===== config.mk =====
export PLATFORM = sky130hd
export DESIGN_NAME = pipeline_hazard_ctrl
export DESIGN_NICKNAME = d
export VERILOG_FILES = /design/src/rtl/pipeline_hazard_ctrl.sv
export SDC_FILE = /design/constraint.sdc
export NUM_CORES = 1
export LEC_CHECK = 0
export BUFFER_PORTS_ARGS = -buffer_cell sky130_fd_sc_hd__buf_2
export CAP_MARGIN = 40
export CORE_ASPECT_RATIO = 1.75
export CORE_UTILIZATION = 53
export CTS_BUF_LIST = sky130_fd_sc_hd__clkbuf_4
export CTS_CLUSTER_DIAMETER = 120
export DETAILED_ROUTE_END_ITERATION = 12
export PLACE_DENSITY = 0.82
export RECOVER_POWER = 25
export SYNTH_ARGS = -nofsm -noshare
export SYNTH_HDL_FRONTEND = slang
export SYNTH_SLANG_ARGS = --single-unit

===== constraint.sdc =====
create_clock -name clk -period 4.65 [get_ports clk]
set_clock_uncertainty 0.15 [all_clocks]
set_input_delay 1.395 -clock clk [delete_from_list [all_inputs] [get_ports clk]]
set_output_delay 1.395 -clock clk [all_outputs]
set_load 0.01 [all_outputs]

===== src/rtl/pipeline_hazard_ctrl.sv =====
// Pipeline sequencing controller: load-use bubbles, taken-branch squash, EX operand
// forwarding, halt/drain/resume sequencing and saturating stall/flush counters.
module pipeline_hazard_ctrl #(
    parameter int              OP_W         = 4,
    parameter int              REG_AW       = 3,
    parameter logic [OP_W-1:0] HALT_OP      = 4'hF,
    parameter int              DRAIN_CYCLES = 3,
    parameter int              CNT_W        = 16
) (
    input  logic              clk,
    input  logic              reset,
    input  logic              id_valid,
    input  logic [OP_W-1:0]   id_op,
    input  logic [REG_AW-1:0] id_rs,
    input  logic [REG_AW-1:0] id_rt,
    input  logic              id_uses_rt,
    input  logic [REG_AW-1:0] ex_rs,
    input  logic [REG_AW-1:0] ex_rt,
    input  logic              ex_mem_read,
    input  logic [REG_AW-1:0] ex_rd,
    input  logic              ex_branch_taken,
    input  logic              mem_we,
    input  logic [REG_AW-1:0] mem_rd,
    input  logic              wb_we,
    input  logic [REG_AW-1:0] wb_rd,
    input  logic              resume,
    input  logic              clr_cnt,
    output logic              pc_en,
    output logic              ifid_en,
    output logic              ifid_flush,
    output logic              idex_flush,
    output logic [1:0]        fwd_a,
    output logic [1:0]        fwd_b,
    output logic              halted,
    output logic [1:0]        state,
    output logic [CNT_W-1:0]  stall_cnt,
    output logic [CNT_W-1:0]  flush_cnt
);

    // state | meaning
    // RUN   | normal issue; hazards and halt requests evaluated
    // DRAIN | halt op held in ID, older instructions retiring
    // HALT  | pipeline frozen until resume
    typedef enum logic [1:0] {
        RUN   = 2'b00,
        DRAIN = 2'b01,
        HALT  = 2'b10
    } state_t;

    localparam logic [2:0] DRAIN_INIT = 3'(DRAIN_CYCLES - 1);

    state_t     st, st_nxt;
    logic [2:0] dcnt, dcnt_nxt;
    logic       lu, halt_req, stall_inc, flush_inc;
    logic [1:0] fa, fb;

    assign lu = id_valid & ex_mem_read & (ex_rd != '0) &
                ((ex_rd == id_rs) | (id_uses_rt & (ex_rd == id_rt)));
    assign halt_req = id_valid & (id_op == HALT_OP);

    // EX/MEM is the younger result, so it wins over MEM/WB
    always_comb begin
        fa = 2'b00;
        fb = 2'b00;
        if (mem_we && mem_rd != '0 && mem_rd == ex_rs)
            fa = 2'b10;
        else if (wb_we && wb_rd != '0 && wb_rd == ex_rs)
            fa = 2'b01;
        if (mem_we && mem_rd != '0 && mem_rd == ex_rt)
            fb = 2'b10;
        else if (wb_we && wb_rd != '0 && wb_rd == ex_rt)
            fb = 2'b01;
    end

    always_comb begin
        pc_en      = 1'b1;
        ifid_en    = 1'b1;
        ifid_flush = 1'b0;
        idex_flush = 1'b0;
        st_nxt     = st;
        dcnt_nxt   = dcnt;
        stall_inc  = 1'b0;
        flush_inc  = 1'b0;
        case (st)
            DRAIN: begin
                if (ex_branch_taken) begin
                    ifid_flush = 1'b1;
                    idex_flush = 1'b1;
                    flush_inc  = 1'b1;
                    st_nxt     = RUN;
                end else begin
                    pc_en      = 1'b0;
                    ifid_en    = 1'b0;
                    idex_flush = 1'b1;
                    if (dcnt == 3'd0)
                        st_nxt = HALT;
                    else
                        dcnt_nxt = dcnt - 3'd1;
                end
            end
            HALT: begin
                pc_en      = 1'b0;
                ifid_en    = 1'b0;
                idex_flush = 1'b1;
                if (resume) begin
                    ifid_flush = 1'b1;
                    pc_en      = 1'b1;
                    st_nxt     = RUN;
                end
            end
            default: begin
                // the unused encoding behaves as RUN and settles there
                st_nxt = RUN;
                if (ex_branch_taken) begin
                    ifid_flush = 1'b1;
                    idex_flush = 1'b1;
                    flush_inc  = 1'b1;
                end else if (lu) begin
                    pc_en      = 1'b0;
                    ifid_en    = 1'b0;
                    idex_flush = 1'b1;
                    stall_inc  = 1'b1;
                end else if (halt_req) begin
                    pc_en      = 1'b0;
                    ifid_en    = 1'b0;
                    idex_flush = 1'b1;
                    dcnt_nxt   = DRAIN_INIT;
                    st_nxt     = DRAIN;
                end
            end
        endcase
        if (reset) begin
            pc_en      = 1'b0;
            ifid_en    = 1'b0;
            ifid_flush = 1'b1;
            idex_flush = 1'b1;
        end
    end

    assign fwd_a  = reset ? 2'b00 : fa;
    assign fwd_b  = reset ? 2'b00 : fb;
    assign halted = (st == HALT);
    assign state  = st;

    always_ff @(posedge clk or posedge reset) begin
        if (reset) begin
            st        <= RUN;
            dcnt      <= 3'd0;
            stall_cnt <= '0;
            flush_cnt <= '0;
        end else begin
            st   <= st_nxt;
            dcnt <= dcnt_nxt;
            if (clr_cnt)
                stall_cnt <= '0;
            else if (stall_inc && stall_cnt != '1)
                stall_cnt <= stall_cnt + CNT_W'(1);
            if (clr_cnt)
                flush_cnt <= '0;
            else if (flush_inc && flush_cnt != '1)
                flush_cnt <= flush_cnt + CNT_W'(1);
        end
    end

endmodule


Word level (Yosys, flattened, before mapping)
Index checks and enable logic that the tools add are counted.
{"block": "word_totals", "ram_bits": 0, "regBits": 37, "n_memories": 0, "rom_bits": 0, "latch_bits": 0}
{"block": "op_classes", "n_mux": 43, "mul": 0, "reduce_logical": 18, "div": 0, "n_bitwise": 8, "n_addsub": 3, "eq_ne": 15, "shifts": 0, "order_cmp": 0}
{"operator": "two-way mux 16 bit", "n": 4}
{"operator": "adder 16 x 1 -> 16 bit (second input constant)", "n": 2}
{"operator": "!= test 16 bit (second input constant)", "n": 2}
{"operator": "two-way mux 1 bit", "n": 23}
{"operator": "== test 3 bit", "n": 6}
{"operator": "two-way mux 3 bit", "n": 5}
{"operator": "two-way mux 2 bit", "n": 7}
{"operator": "nonzero test 3 bit", "n": 3}
{"operator": "logical AND 1 bit", "n": 8}
{"operator": "case mux 3 bit (2 select lines)", "n": 1}
{"operator": "nonzero test 2 bit", "n": 3}
{"operator": "AND 1 bit", "n": 5}
{"operator": "AND reduction 5 bit", "n": 1}
{"operator": "== test 4 bit (second input constant)", "n": 1}
{"operator": "!= test 2 bit (second input constant)", "n": 2}
{"operator": "case mux 1 bit (2 select lines)", "n": 2}
{"operator": "case mux 2 bit (2 select lines)", "n": 1}
{"operator": "zero test 3 bit", "n": 1}
{"operator": "!= test 3 bit (second input constant)", "n": 1}
{"operator": "subtractor 3 x 1 -> 3 bit (second input constant)", "n": 1}
{"operator": "== test 2 x 1 -> 1 bit (second input constant)", "n": 1}
{"operator": "== test 2 bit (second input constant)", "n": 1}
{"operator": "!= test 2 x 1 -> 1 bit (second input constant)", "n": 1}
{"operator": "inverter 1 bit", "n": 2}
{"operator": "3 further kinds", "n": 3}

Logic depth before layout (Yosys ltp)
{"block": "depth", "depth_word": 10, "depth_mapped": 8, "depth_no_buf": 7}

Least setup slack after synthesis
OpenSTA, ideal clock, no wires.
{"block": "synth_path", "kind": "input port to output port", "start": "in reset", "end": "out fwd_a[0]", "slack_ns": 0.125, "stages": 3, "t_arrival_ns": 2.980, "required_ns": 3.105, "path_cell_list": "inv_1 o311ai_0 nor3b_1"}
{"block": "synth_via", "elab_chain_len": 1}
{"item": "from (decl)", "line_no": "11", "source": "input logic reset,"}
{"item": "two-way mux 2 bit", "line_no": "140", "source": "assign fwd_a = reset ? 2'b00 : fa;"}
{"item": "to (decl)", "line_no": "32", "source": "output logic [1:0] fwd_a,"}
Every way passes these cells.

Final worst setup path
{"block": "layout_path", "start": "in reset", "end": "out idex_flush"}
{"block": "layout_via", "elab_chain_len": 1}
{"item": "two-way mux 1 bit", "line_no": "132", "source": "if (reset) begin"}
{"item": "to (decl)", "line_no": "31", "source": "output logic idex_flush,"}
Every way passes these cells.

==> impl_metrics.py <==
metrics = {
    "status": {
        "status": "finished clean",
    },
    "pwr": {
        "irDropWorstVdd_uv": 145.9,
        "cellPowerDensity_nw_per_um2": 199.1,
        "total_leakage_power_uw": 0.001336,
    },
    "critical_path": {
        "regToRegSetupSlack_ns": 2.19,
        "highest_fanout_seen_on_the_critical_path": 17,
        "worstSetupEndpointType": "output port",
        "critical_path_required_ns": 3.11,
        "setup.worst_path.class": "input pin to output port",
        "timing.critical_path.arrival_ns": 2.69,
        "startpoint_type": "input pin",
    },
    "synth": {
        "post_synth_main_area_contributors": "dfrtp_1 37%, xnor2_1 7.3%, nand3_1 4.6%",
        "count_of_state_elements_after_synthesis": 37,
        "syn-instance-count": 282,
        "synth_cell_type_count": 50,
        "netlist.area_leader.share_pct": 36.94,
        "synth_async_sr_flop_share_pct": 100.0,
        "synth_enable_flop_cells": 0,
        "syn-mean-instance-area_sq_um": 8.887,
        "postSynth.topFlopCell": "dfrtp_1",
        "syn_nets": 323,
        "seq_area_frac_synth_pct": 36.94,
        "yosysTopAreaCell": "dfrtp_1",
        "yosysWarningCount": 0,
        "netlist_area_sq_um": 2506,
    },
    "die": {
        "num_rows": 32,
        "die_height_um": 92.97,
        "core-area_sq_um": 4484,
        "die_area_sq_um": 5018,
        "die_width_um": 53.98,
        "initial_utilization_pct": 55.89,
        "floorplan.io_pins": 78,
    },
    "sta": {
        "setup_viol_count_final": 0,
        "fin_worst_setup_slack_ns": 0.4156,
        "tightestPinTransition_ns": 0.9571,
        "timing_hold_violations_final": 0,
        "rsz0062_at_grt": "no",
        "fin_tns_setup_ns": 0,
        "max-slew-margin-rel_pct": 36.20,
        "fmax_ghz": 0.2362,
        "final_max_slew_viol_count": 0,
        "holdWs_ns": 0.3967,
        "layout_worst_path_cycle_share_pct": 91.06,
        "post-route-min-period_ns": 4.234,
    },
    "route": {
        "detail_route.wirelength_um": 5950,
        "drt-initial-drc-count": 42,
        "detailroute.via_count": 2495,
        "routedWlPerCell_um": 14.55,
        "ant_nets": 0,
        "route.detailed.vias_per_inst": 6.100,
        "drtPass1Iterations": 4,
        "drc_errors": 0,
    },
    "placed_design": {
        "detailed_place_hpwl_um": 4528,
        "io_buffer_count": 77,
        "setup_ws_pre_cts_ns": 0.4560,
        "post_dp_cell_area_sq_um": 2915,
        "place.gp.congestion": 0.8812,
    },
    "finish": {
        "synthToLayoutAreaGrowth_pct": 18.52,
        "fillers": 433,
        "diodes": 0,
        "num-nets-final": 398,
        "final_design_area_no_fill_sq_um": 2970,
        "drive_above_1_share_pct": 26.54,
    },
    "global_route": {
        "grt_first_pass_wirelength_um": 9749,
        "grt_antenna_before_repair": 0,
        "globalRouteTotalUtil_pct": 25.42,
        "globalRouteOverflowTotal": 0,
        "grt_max_degree": 35,
        "grt_pass1_vias": 2300,
    },
    "clocking": {
        "post_cts.resized_instances": 0,
        "cts_max_level": 2,
        "clk_latency_ns": 0.34,
        "clk_root_buffer_cell": "clkbuf_4",
        "post-cts-setup-buffers": 0,
        "cts_made_buffers": 5,
        "clkSlewWorstSetupHoldPaths_ns": 0.12,
        "clock_tree.buffer_depth": 2,
        "tritoncts": "yes",
        "cts.sinks": 37,
        "holdBufCountCts": 0,
    },
    "job": {
        "cap_viol_max_count": 0,
    },
    "min_path": {
        "hold_path_class": "register to register",
    },
}
## worst max-delay path: stages
cell and delay [ns]:
buf_2 0.12, inv_1 0.08, clkbuf_1 0.72, nand4_1 0.16, buf_2 0.20
## per-layer routing
metal	part of all wire [%]	track usage [%]
met5	0	0
met1	40	28.93
met4	1.2	7.479
met2	56	46.19
met3	2.9	3.777
## cells in the final DEF (no fill, tap or decap), types with 10 or more instances in the layout
master / synthesis / layout
o31ai_1: 12 / 12
a21oi_1: 22 / 22
nor2_1: 24 / 24
or4_1: 10 / 10
buf_2: 2 / 77
dfrtp_1: 37 / 37
nand3_1: 23 / 23
nand2_1: 12 / 12
xnor2_1: 21 / 21
## sequential cells by signal (all words and copies together) (netlist names)
signal and count:
stall_cnt 16, dcnt 3, flush_cnt 16, state 2
## logic make-up (layout without fill, tap and decap cells)
logic type	after synthesis	after routing	synth area share, %
fa+ha+maj	6	6	2.995
xor+xnor	26	26	9.086
flops	37	37	36.94
mux	3	3	1.298
buf+inv	19	95	3.545
simple gates	128	128	29.21
compound gates	63	63	16.93
## final cells by class
cell class | count | area, sq um | area share, %
Timing Repair Buffer | 80 | 404.1 | 13.61
Sequential cell | 37 | 925.9 | 31.17
Tap cell | 51 | 63.81 | 2.148
Inverter | 7 | 26.28 | 0.8846
Multi-Input combinational cell | 226 | 1491 | 50.21
Clock buffer | 5 | 37.54 | 1.264
Clock inverter | 3 | 21.27 | 0.7161
## report_power, final
| part | leakage [uW] | internal (uW) | total (uW) | switching (uW) |
|---|---|---|---|---|
| Combinational | 0.000799 | 35.7 | 83.5 | 47.8 |
| Clock | 0.0000316 | 59.9 | 179 | 119 |
| Sequential | 0.000505 | 325 | 329 | 3.94 |
| Total | 0.00134 | 420 | 592 | 171 |
## stage by stage
step	util, %	total power, uW	cells
2_1_floorplan	-	383.6	282
3_3_place_gp	65.01	416.9	401
3_5_place_dp	65.01	419.7	401
4_1_cts	66.32	601.6	409
5_1_grt	66.24	618.8	409
6_report	66.24	591.5	409
## path summary, 6_finish.rpt
| path | startpoint | to | depth (start not counted) |
|---|---|---|---|
| hold / removal | dcnt[0] | dcnt[0] | 1 |
| max in group asynchronous | reset | stall_cnt[7] | 3 |
| setup / recovery | reset | idex_flush | 5 |
| min in group asynchronous | reset | flush_cnt[14] | 3 |
| setup reg to reg | state[0] | stall_cnt[7] | 6 |
| hold reg to reg | dcnt[0] | dcnt[0] | 1 |
## cells in the mapped netlist, drive strengths merged (2+ instances only)
master	count
xnor2	21
ha	6
inv	7
a221o	2
nand4	8
or3	2
or4	10
xor2	5
a21oi	22
buf	5
nor2b	5
nand3	23
clkbuf	7
nor3b	4
nand2b	5
nor3	9
nand2	12
o21ai	9
a31oi	3
nor2	24
nor4	6
a211oi	2
and3	9
a311oi	2
dfrtp	37
and4	7
mux2	2
o31ai	12
(Power assumes the default switching activity.)
